<file path="src/rtl/polyshift_r_seq.sv">
// Iterative right shifter (LOGIC/ARITH/carry/rotate), one bit position per clock, valid/ready on both sides.
// Optional feature: define POLYSHIFT_R_STICKY_EN to add sticky_o (OR of shifted-out bits except the last).
module polyshift_r_seq #(
    parameter  int WORD_WIDTH = 8,
    localparam int SIZE_W     = $clog2(WORD_WIDTH)
) (
    input  logic                  clk_i,
    input  logic                  rst_i,
    input  logic                  valid_i,
    output logic                  ready_o,
    input  logic [WORD_WIDTH-1:0] d_i,
    input  logic [WORD_WIDTH-2:0] c_i,
    input  logic [SIZE_W-1:0]     shift_size_i,
    input  logic [1:0]            shift_type_i,
    output logic                  valid_o,
    input  logic                  ready_i,
    output logic [WORD_WIDTH-1:0] d_o,
    output logic                  last_o
`ifdef POLYSHIFT_R_STICKY_EN
    ,
    output logic                  sticky_o
`endif
);

    typedef enum logic [1:0] {
        SH_LOGIC  = 2'd0,
        SH_ARITH  = 2'd1,
        SH_CARRY  = 2'd2,
        SH_ROTATE = 2'd3
    } shift_type_e;

    typedef enum logic [1:0] {
        IDLE = 2'd0,
        BUSY = 2'd1,
        DONE = 2'd2
    } state_e;

    state_e                state_q, state_d;
    logic [WORD_WIDTH-1:0] work_q;
    logic [WORD_WIDTH-2:0] carry_q;
    logic [SIZE_W-1:0]     cnt_q;
    shift_type_e           type_q;
    logic                  last_q;
    logic                  fill_bit;
    logic                  accept;

    assign accept = valid_i & ready_o;
    assign d_o    = work_q;
    assign last_o = last_q;

    // NOTE: state and datapath registers use non-blocking assignments so every flop samples pre-edge values.
    always_ff @(posedge clk_i or posedge rst_i) begin
        if (rst_i) begin
            state_q <= IDLE;
        end else begin
            state_q <= state_d;
        end
    end

    // NOTE: every output of this block gets a default first, so no path can infer a latch.
    always_comb begin
        state_d = state_q;
        ready_o = 1'b0;
        valid_o = 1'b0;
        unique case (state_q)
            IDLE: begin
                ready_o = 1'b1;
                if (valid_i) begin
                    state_d = (shift_size_i == '0) ? DONE : BUSY;
                end
            end
            BUSY: begin
                if (cnt_q == SIZE_W'(1)) begin
                    state_d = DONE;
                end
            end
            DONE: begin
                valid_o = 1'b1;
                if (ready_i) begin
                    state_d = IDLE;
                end
            end
            default: state_d = IDLE;
        endcase
    end

    // Bit entering at the MSB on each step; unknown encodings fall back to a logical shift.
    always_comb begin
        fill_bit = 1'b0;
        case (type_q)
            SH_ARITH:  fill_bit = work_q[WORD_WIDTH-1];
            SH_CARRY:  fill_bit = carry_q[0];
            SH_ROTATE: fill_bit = work_q[0];
            default:   fill_bit = 1'b0;
        endcase
    end

    always_ff @(posedge clk_i or posedge rst_i) begin
        if (rst_i) begin
            work_q  <= '0;
            carry_q <= '0;
            cnt_q   <= '0;
            type_q  <= SH_LOGIC;
            last_q  <= 1'b0;
        end else if (state_q == IDLE) begin
            if (accept) begin
                work_q  <= d_i;
                carry_q <= c_i;
                cnt_q   <= shift_size_i;
                type_q  <= shift_type_e'(shift_type_i);
                last_q  <= 1'b0;
            end
        end else if (state_q == BUSY) begin
            work_q  <= {fill_bit, work_q[WORD_WIDTH-1:1]};
            carry_q <= carry_q >> 1;
            cnt_q   <= cnt_q - SIZE_W'(1);
            last_q  <= work_q[0];
        end
    end

`ifdef POLYSHIFT_R_STICKY_EN
    logic sticky_q;
    assign sticky_o = sticky_q;

    // The previous last bit folds into sticky as soon as a newer bit replaces it.
    always_ff @(posedge clk_i or posedge rst_i) begin
        if (rst_i) begin
            sticky_q <= 1'b0;
        end else if (state_q == IDLE) begin
            if (accept) begin
                sticky_q <= 1'b0;
            end
        end else if (state_q == BUSY) begin
            sticky_q <= sticky_q | last_q;
        end
    end
`endif

endmodule

</file>
<file path="config.mk">
export PLATFORM = sky130hd
export DESIGN_NAME = polyshift_r_seq
export DESIGN_NICKNAME = d
export VERILOG_FILES = /design/src/rtl/polyshift_r_seq.sv
export SDC_FILE = /design/constraint.sdc
export NUM_CORES = 1
export LEC_CHECK = 0
export CAP_MARGIN = 25
export CORE_ASPECT_RATIO = 0.75
export CORE_UTILIZATION = 50
export CTS_CLUSTER_DIAMETER = 100
export DETAILED_ROUTE_END_ITERATION = 6
export PLACE_DENSITY = 0.92
export SKIP_LAST_GASP = 1
export SYNTH_ARGS = -nofsm -noshare
export SYNTH_HDL_FRONTEND = slang
export SYNTH_SLANG_ARGS = --single-unit
</file>
<file path="constraint.sdc">
create_clock -name clk_i -period 3.8 [get_ports clk_i]
set_clock_uncertainty 0.2 [all_clocks]
set_input_delay 0.95 -clock clk_i [delete_from_list [all_inputs] [get_ports clk_i]]
set_output_delay 0.95 -clock clk_i [all_outputs]
set_load 0.05 [all_outputs]
</file>
==> results of run 1 <==
-- routing by layer --
| layer | global-route usage | up-vias | wire [µm] |
|---|---|---|---|
| li1 | - | 466 | - |
| met1 | 0.3103 | 436 | 1178 |
| met2 | 0.3954 | 32 | 1223 |
| met3 | 0.05848 | 4 | 140 |
| met4 | 0.05714 | 0 | 32 |
| met5 | 0 | - | 0 |
-- metrics by stage --
stage | hold slack (ps) | area [µm²] | std cells | total power [mW] | worst slack, ps
CTS | 299.1 | 1555 | 181 | 1.359 | 436.6
global route | 332.4 | 1555 | 181 | 1.448 | 342.6
floorplan | 249.0 | 1200 | 117 | 1.065 | 1426
detailed placement | 270.9 | 1529 | 177 | 1.243 | 800.3
global placement | 261.4 | 1529 | 177 | 1.208 | 848.3
finish | 293.5 | 1555 | 181 | 1.347 | 446.7
-- worst paths after layout --
check                                 from         end  depth (start not counted)
worst min-delay path              cnt_q[1]    cnt_q[1]                          2
worst max-delay path            state_q[0]     ready_o                          2
min in group asynchronous            rst_i  carry_q[3]                          2
worst max register to register  state_q[0]      d_o[4]                          3
worst min register to register    cnt_q[1]    cnt_q[1]                          2
max in group asynchronous            rst_i      last_o                          2
-- logic make-up (layout without fill, tap and decap cells) --
| group | after synthesis | count (layout) |
|---|---|---|
| AO/OA/AOI/OAI | 32 | 32 |
| AND/OR/NAND/NOR | 28 | 28 |
| flip-flops | 23 | 23 |
| multiplexers | 17 | 17 |
| buffers and inverters | 15 | 47 |
| adder cells (fa/ha/maj) | 2 | 2 |
-- registers in the layout, indices dropped and copies added (netlist names) --
| signal | cells |
|---|---|
| type_q | 2 |
| cnt_q | 3 |
| d_o | 8 |
| carry_q | 7 |
| state_q | 2 |
| last_o | 1 |
-- tightest hold or removal path, delay by kind of cell, from the launching register on --
family / cells / cell delay [ps]
flops: 1 / 370
compound gates: 1 / 60
simple gates: 1 / 50
-- final cells by class --
cell class | instances | share of cell area
inverter | 8 | 0.01931
sequential | 23 | 0.3701
tap | 32 | 0.02574
timing repair buffer | 35 | 0.2237
multi-input combinational | 79 | 0.3443
clock buffer | 4 | 0.01689
-- placed cells by master (no fill, tap or decap), drive strengths merged --
cell type	instances
o22a	1
nand2b	2
clkbuf	4
nand2	20
nor3	1
inv	8
o21bai	1
nor2b	2
nor2	1
ha	2
clkdlybuf4s50	34
o21ai	21
o31ai	1
buf	1
mux2	3
dfrtp	23
a31oi	1
nor3b	1
mux2i	14
a21oi	3
a32oi	1
o2bb2ai	1
o31a	1
a2bb2oi	1
nand3	1
-- where the power goes --
part           total (mW)  internal, mW  switching [mW]
clock network       0.110        0.0409          0.0689
logic               0.746         0.310           0.436
registers           0.491         0.363           0.129
total                1.35         0.714           0.633
==> key figures, run 1 <==
Outcome
  • Result of the run: finished, final reports clean

Logic synthesis
  • Post-synthesis adder-cell area fraction: 0.02086
  • Synth Area in Compound Gates: 0.1627
  • Synth cell types: 29
  • Synth area leaders: dfrtp_1 48%, mux2i_1 12%, o21ai_0 8.3%
  • XOR/XNOR Fraction of Synth Area: 0
  • Synth Area in Simple Gates: 0.1147
  • #FFs+latches synth: 23
  • Synthesized cell area: 0.001200 mm²
  • Most used DFF post-synth: dfrtp_1
  • Synth Warn #: 0
  • Gate count of the mapped netlist: 117
  • Post-synthesis sequential area ratio: 0.4797
  • Most frequent cells after synthesis: 23 x dfrtp_1, 20 x nand2_1, 20 x o21ai_0
  • Mux cell area share after synthesis: 0.1481
  • Mean Syn Cell Area: 10.26 µm²
  • Area leader, netlist: dfrtp_1
  • Post-synth top area share: 0.4797
  • EDFF count, synth: 0
  • Largest family of logic cells by synthesized area: compound AO/OA/AOI/OAI gates
  • Synthesized Nets: 143
  • Most numerous cell in the Yosys netlist: dfrtp_1
  • Async S/R FF share, synth: 1.000

Worst setup path
  • Cell-by-cell trace of the critical path: nor2_8 > clkdlybuf4s50_1
  • Data required time of the critical path: 2650 ps
  • Max stage delay cell, worst path: clkdlybuf4s50_1
  • Worst setup EP type: output port
  • Worst R2R Setup Slack: 1820 ps
  • CP Max Fanout: 17
  • Slowest cell delay on critical path: 870 ps
  • CP Launch Type: flop
  • Delay-heaviest family, CP: buffers and inverters
  • Crit path DAT: 2200 ps
  • Critical path buffers and inverters: 1
  • CP Class: reg2out

Min path
  • Min-Delay Path Class: reg2reg

Global route
  • Vias in the first global route: 915
  • Pin count of the biggest net entering global routing: 24
  • Grt total ovfl: 0
  • Total track usage: 0.2349
  • First-pass GRT wire length: 4409 µm
  • Initial antenna violation count: 0

Floorplan
  • Die Area: 0.002602 mm²
  • Die Ht: 44.43 µm
  • Die width: 58.57 µm
  • Num ports: 35
  • Initial core utilization: 0.5615
  • Row Count: 14
  • Core Box Area: 0.002137 mm²

Pwr
  • P per Cell Area: 865.9 mW/mm²
  • Static Leak: 0.6725 nW
  • Worst VDD drop: 0.5197 mV

Detailed routing
  • Initial DRT Pass Iterations: 5
  • Via/cell ratio: 5.182
  • Drt drc: 0
  • DR vias: 938
  • Routed wire per std cell: 14.22 µm
  • Final ANT Viol Nets: 0
  • Drt initial violations: 40
  • Final wirelength: 2574 µm

STA
  • Final worst path period share: 0.8824
  • Minimum clock period: 3353 ps
  • Slew Limit Fails: 0
  • RSZ-0062 raised after global routing: no
  • Relative slew slack: 0.4111
  • Final hold violation count: 0
  • Worst-Margin Slew: 882.4 ps
  • Fmax: 298.2 MHz
  • Setup TNS: 0 ps
  • Final setup viols: 0

Clocking
  • # clock sinks: 23
  • Number of hold buffers added after cts: 0
  • Bufs on Longest Clock Path: 2
  • CTS tree: done
  • Clk_lat worst skew: 300 ps
  • Root Buffer: clkbuf_4
  • TritonCTS Buffers: 3
  • Post-CTS Setup Bufs: 0
  • H-tree depth: 1
  • CTS clk-pin slew, worst paths: 120 ps
  • Post_cts resized: 0

Cells and area
  • Nets: 176
  • Footprint of the multi-input gates: 535.5 µm²
  • Area delta synth->final: 29.61%
  • Number of fill cells in the layout: 171
  • Layout cells sized above 1: 0.06711
  • Area occupied by registers: 575.6 µm²
  • Antenna cells: 0
  • Final core utilization: 0.7278

Placement
  • PortBufs: 34
  • GP Congestion: 0.8063
  • Dpl hpwl: 1910 µm

Job
  • Max Cap Violations: 0
(Power assumes the default switching activity.)
==> run 2, diff against run 1 <==
--- a/config.mk
+++ b/config.mk
@@ -11,7 +11,9 @@
 export CTS_CLUSTER_DIAMETER = 100
 export DETAILED_ROUTE_END_ITERATION = 6
 export PLACE_DENSITY = 0.92
+export REMOVE_ABC_BUFFERS = 1
 export SKIP_LAST_GASP = 1
 export SYNTH_ARGS = -nofsm -noshare
 export SYNTH_HDL_FRONTEND = slang
 export SYNTH_SLANG_ARGS = --single-unit
+export TNS_END_PERCENT = 20
==> key figures, run 2 (synthesis gave the netlist of run 1 again) <==
Outcome
  • Result of the run: finished, final reports clean

Pwr
  • Comb pwr share: 0.558 (+0.004)
  • Switching power: 644.1 µW (+1.7%)
  • Internal: 720.9 µW (+1.0%)
  • Static Leak: 0.6803 nW (+1.2%)
  • Sw Ratio: 0.4719 (+0.001771)
  • P per Cell Area: 872.8 mW/mm² (+0.79%)
  • Clk pwr share: 0.083 (about the same)
  • Worst VDD drop: 0.3885 mV (-25%)
  • Reg power frac: 0.359 (-0.006)

Worst setup path
  • R2R cell count: 4 (+1)
  • CP Launch Type: flop
  • Reg-to-Reg End: d_o[7]
  • Worst setup EP type: output port
  • Slowest cell delay on critical path: 880 ps (about the same)
  • Max stage delay cell, worst path: clkdlybuf4s50_1
  • Crit path DAT: 2230 ps (+30 ps)
  • Data required time of the critical path: 2650 ps (about the same)
  • Critical path startpoint: state_q[0]
  • Delay-heaviest family, CP: buffers and inverters
  • CP Class: reg2out
  • Critical path buffers and inverters: 1 (unchanged)
  • R2R Path Start: state_q[0]
  • Cell-by-cell trace of the critical path: nor2_8 > clkdlybuf4s50_1
  • Worst R2R Setup Slack: 1740 ps (-80 ps)
  • CP Max Fanout: 17 (unchanged)

Cells and area
  • Area delta synth->final: 30.34%
  • Layout cells sized above 1: 0.08000 (+0.01289)
  • Max reg flops: 8 (unchanged)
  • Area occupied by registers: 575.6 µm² (unchanged)
  • Commonest cells after routing, fill and taps aside: 34 x clkdlybuf4s50_1, 23 x dfrtp_1, 20 x nand2_1, 20 x o21ai_0, 14 x mux2i_1
  • Footprint of the multi-input gates: 535.5 µm² (unchanged)
  • Nets: 177 (+0.57%)
  • Number of fill cells in the layout: 170 (-0.58%)
  • Most common cell after layout, fill and taps aside: clkdlybuf4s50_1
  • Antenna cells: 0 (unchanged)
  • Finished Layout Cells: 182 (+0.55%)

Clocking
  • CTS tree: done
  • Number of hold buffers added after cts: 0 (unchanged)
  • Clk_lat worst skew: 320 ps (+20 ps)
  • Post-CTS Setup Bufs: 0 (unchanged)
  • Bufs on Longest Clock Path: 2 (unchanged)
  • CTS clk-pin slew, worst paths: 130 ps (about the same)
  • Root Buffer: clkbuf_4
  • TritonCTS Buffers: 3 (unchanged)
  • # clock sinks: 23 (unchanged)
  • Post_cts resized: 0 (unchanged)
  • H-tree depth: 1 (unchanged)

STA
  • Final hold violation count: 0 (unchanged)
  • Fmax: 295.9 MHz (-0.79%)
  • Worst-Margin Slew: 860.3 ps (-22.10 ps)
  • RSZ-0062 raised after global routing: no
  • Slew Limit Fails: 0 (unchanged)
  • Final worst path period share: 0.8895 (+0.007017)
  • Setup TNS: 0 ps (unchanged)
  • Minimum clock period: 3380 ps (+26.67 ps)
  • Final setup viols: 0 (unchanged)
  • Relative slew slack: 0.4258 (+0.01475)

Detailed routing
  • Final ANT Viol Nets: 0 (unchanged)
  • Metal2 WL: 1336 µm (+9.2%)
  • Routed wire per std cell: 14.08 µm (-0.97%)
  • Via/cell ratio: 5.198 (+0.30%)
  • Top Metal Used: met4
  • Initial DRT Pass Iterations: 4 (-1)
  • DR vias: 946 (+0.85%)
  • Met3 WL: 107 µm (-24%)
  • Drt drc: 0 (unchanged)
  • Final wirelength: 2563 µm (-0.43%)
  • Drt initial violations: 26 (-35%)
  • DRT met1 WL: 1039 µm (-12%)

Floorplan
  • Die Ht: 44.43 µm (unchanged)
  • Num ports: 35 (unchanged)
  • Initial core utilization: 0.5615 (unchanged)
  • Die width: 58.57 µm (unchanged)
  • Core Box Area: 0.002137 mm² (unchanged)
  • Die Area: 0.002602 mm² (unchanged)
  • Row Count: 14 (unchanged)

Job
  • Max Cap Violations: 0 (unchanged)

Global route
  • Pin count of the biggest net entering global routing: 24 (unchanged)
  • First-pass GRT wire length: 4388 µm (-0.48%)
  • Total track usage: 0.2337 (-0.001200)
  • Grt total ovfl: 0 (unchanged)
  • Vias in the first global route: 1005 (+9.8%)
  • Initial antenna violation count: 0 (unchanged)

Min path
  • Hold Path End: carry_q[3]
  • Worst Hold Depth: 2 (unchanged)
  • Hold path startpoint: carry_q[3]
  • Min-Delay Path Class: reg2reg

Placement
  • Placed cell count: 178 (+0.56%)
  • GP Congestion: 0.8082 (+0.24%)
  • PortBufs: 34 (unchanged)
  • Dpl hpwl: 1976 µm (+3.5%)
## run 2: routing by layer
metal  global-route usage  up-vias
li1                     -      468
met2               0.4253       32
met3              0.04678       10
met4               0.1238        0
met5                    0        -
met1               0.2623      436
## run 2: power by group through the flow
stage	clock (mW)	sequential, mW	combinational, mW
detailed placement	0	0.494	0.763
finish	0.113	0.490	0.761
floorplan	0	0.618	0.386
global route	0.127	0.506	0.827
global placement	0	0.479	0.733
CTS	0.116	0.488	0.766
## run 2: through the flow
stage / power, mW / hold slack, ps / cell area (µm²) / worst slack (ps) / utilization
5_1_grt: 1.460 / 329.6 / 1564 / 331.7 / 0.7319
6_report: 1.365 / 297.8 / 1564 / 420.0 / 0.7319
2_1_floorplan: 1.004 / 249.2 / 1141 / 1289 / -
3_5_place_dp: 1.256 / 273.3 / 1536 / 802.1 / 0.7190
4_1_cts: 1.371 / 300.9 / 1564 / 422.0 / 0.7319
3_3_place_gp: 1.212 / 262.3 / 1536 / 834.0 / 0.7190
## run 2: worst max path at each step
stage,endpoint,slack (ps),cells after the start
floorplan,valid_o,1290,1
global placement,ready_o,830,2
detailed placement,ready_o,800,2
CTS,ready_o,420,2
global route,ready_o,330,2
finish,ready_o,420,2
## run 2: cell type report
class	instances	share of cell area
timing repair buffer	36	0.2272
inverter	8	0.01920
sequential	23	0.3680
multi-input combinational	79	0.3424
tap	32	0.02560
clock buffer	3	0.01440
clock inverter	1	0.003200
## run 2: tightest hold or removal path: cells and delay by family (launching register included)
kind	cells	cell delay [ps]
flip-flops	1	360
AO/OA/AOI/OAI	1	60
AND/OR/NAND/NOR	1	40
==> run 3, diff against run 2 <==
--- a/config.mk
+++ b/config.mk
@@ -13,6 +13,7 @@
 export PLACE_DENSITY = 0.92
 export REMOVE_ABC_BUFFERS = 1
 export SKIP_LAST_GASP = 1
+export SLEW_MARGIN = 20
 export SYNTH_ARGS = -nofsm -noshare
 export SYNTH_HDL_FRONTEND = slang
 export SYNTH_SLANG_ARGS = --single-unit
==> results of run 3 <==
The final DEF is identical to that of run 2; final timing and power are the same.
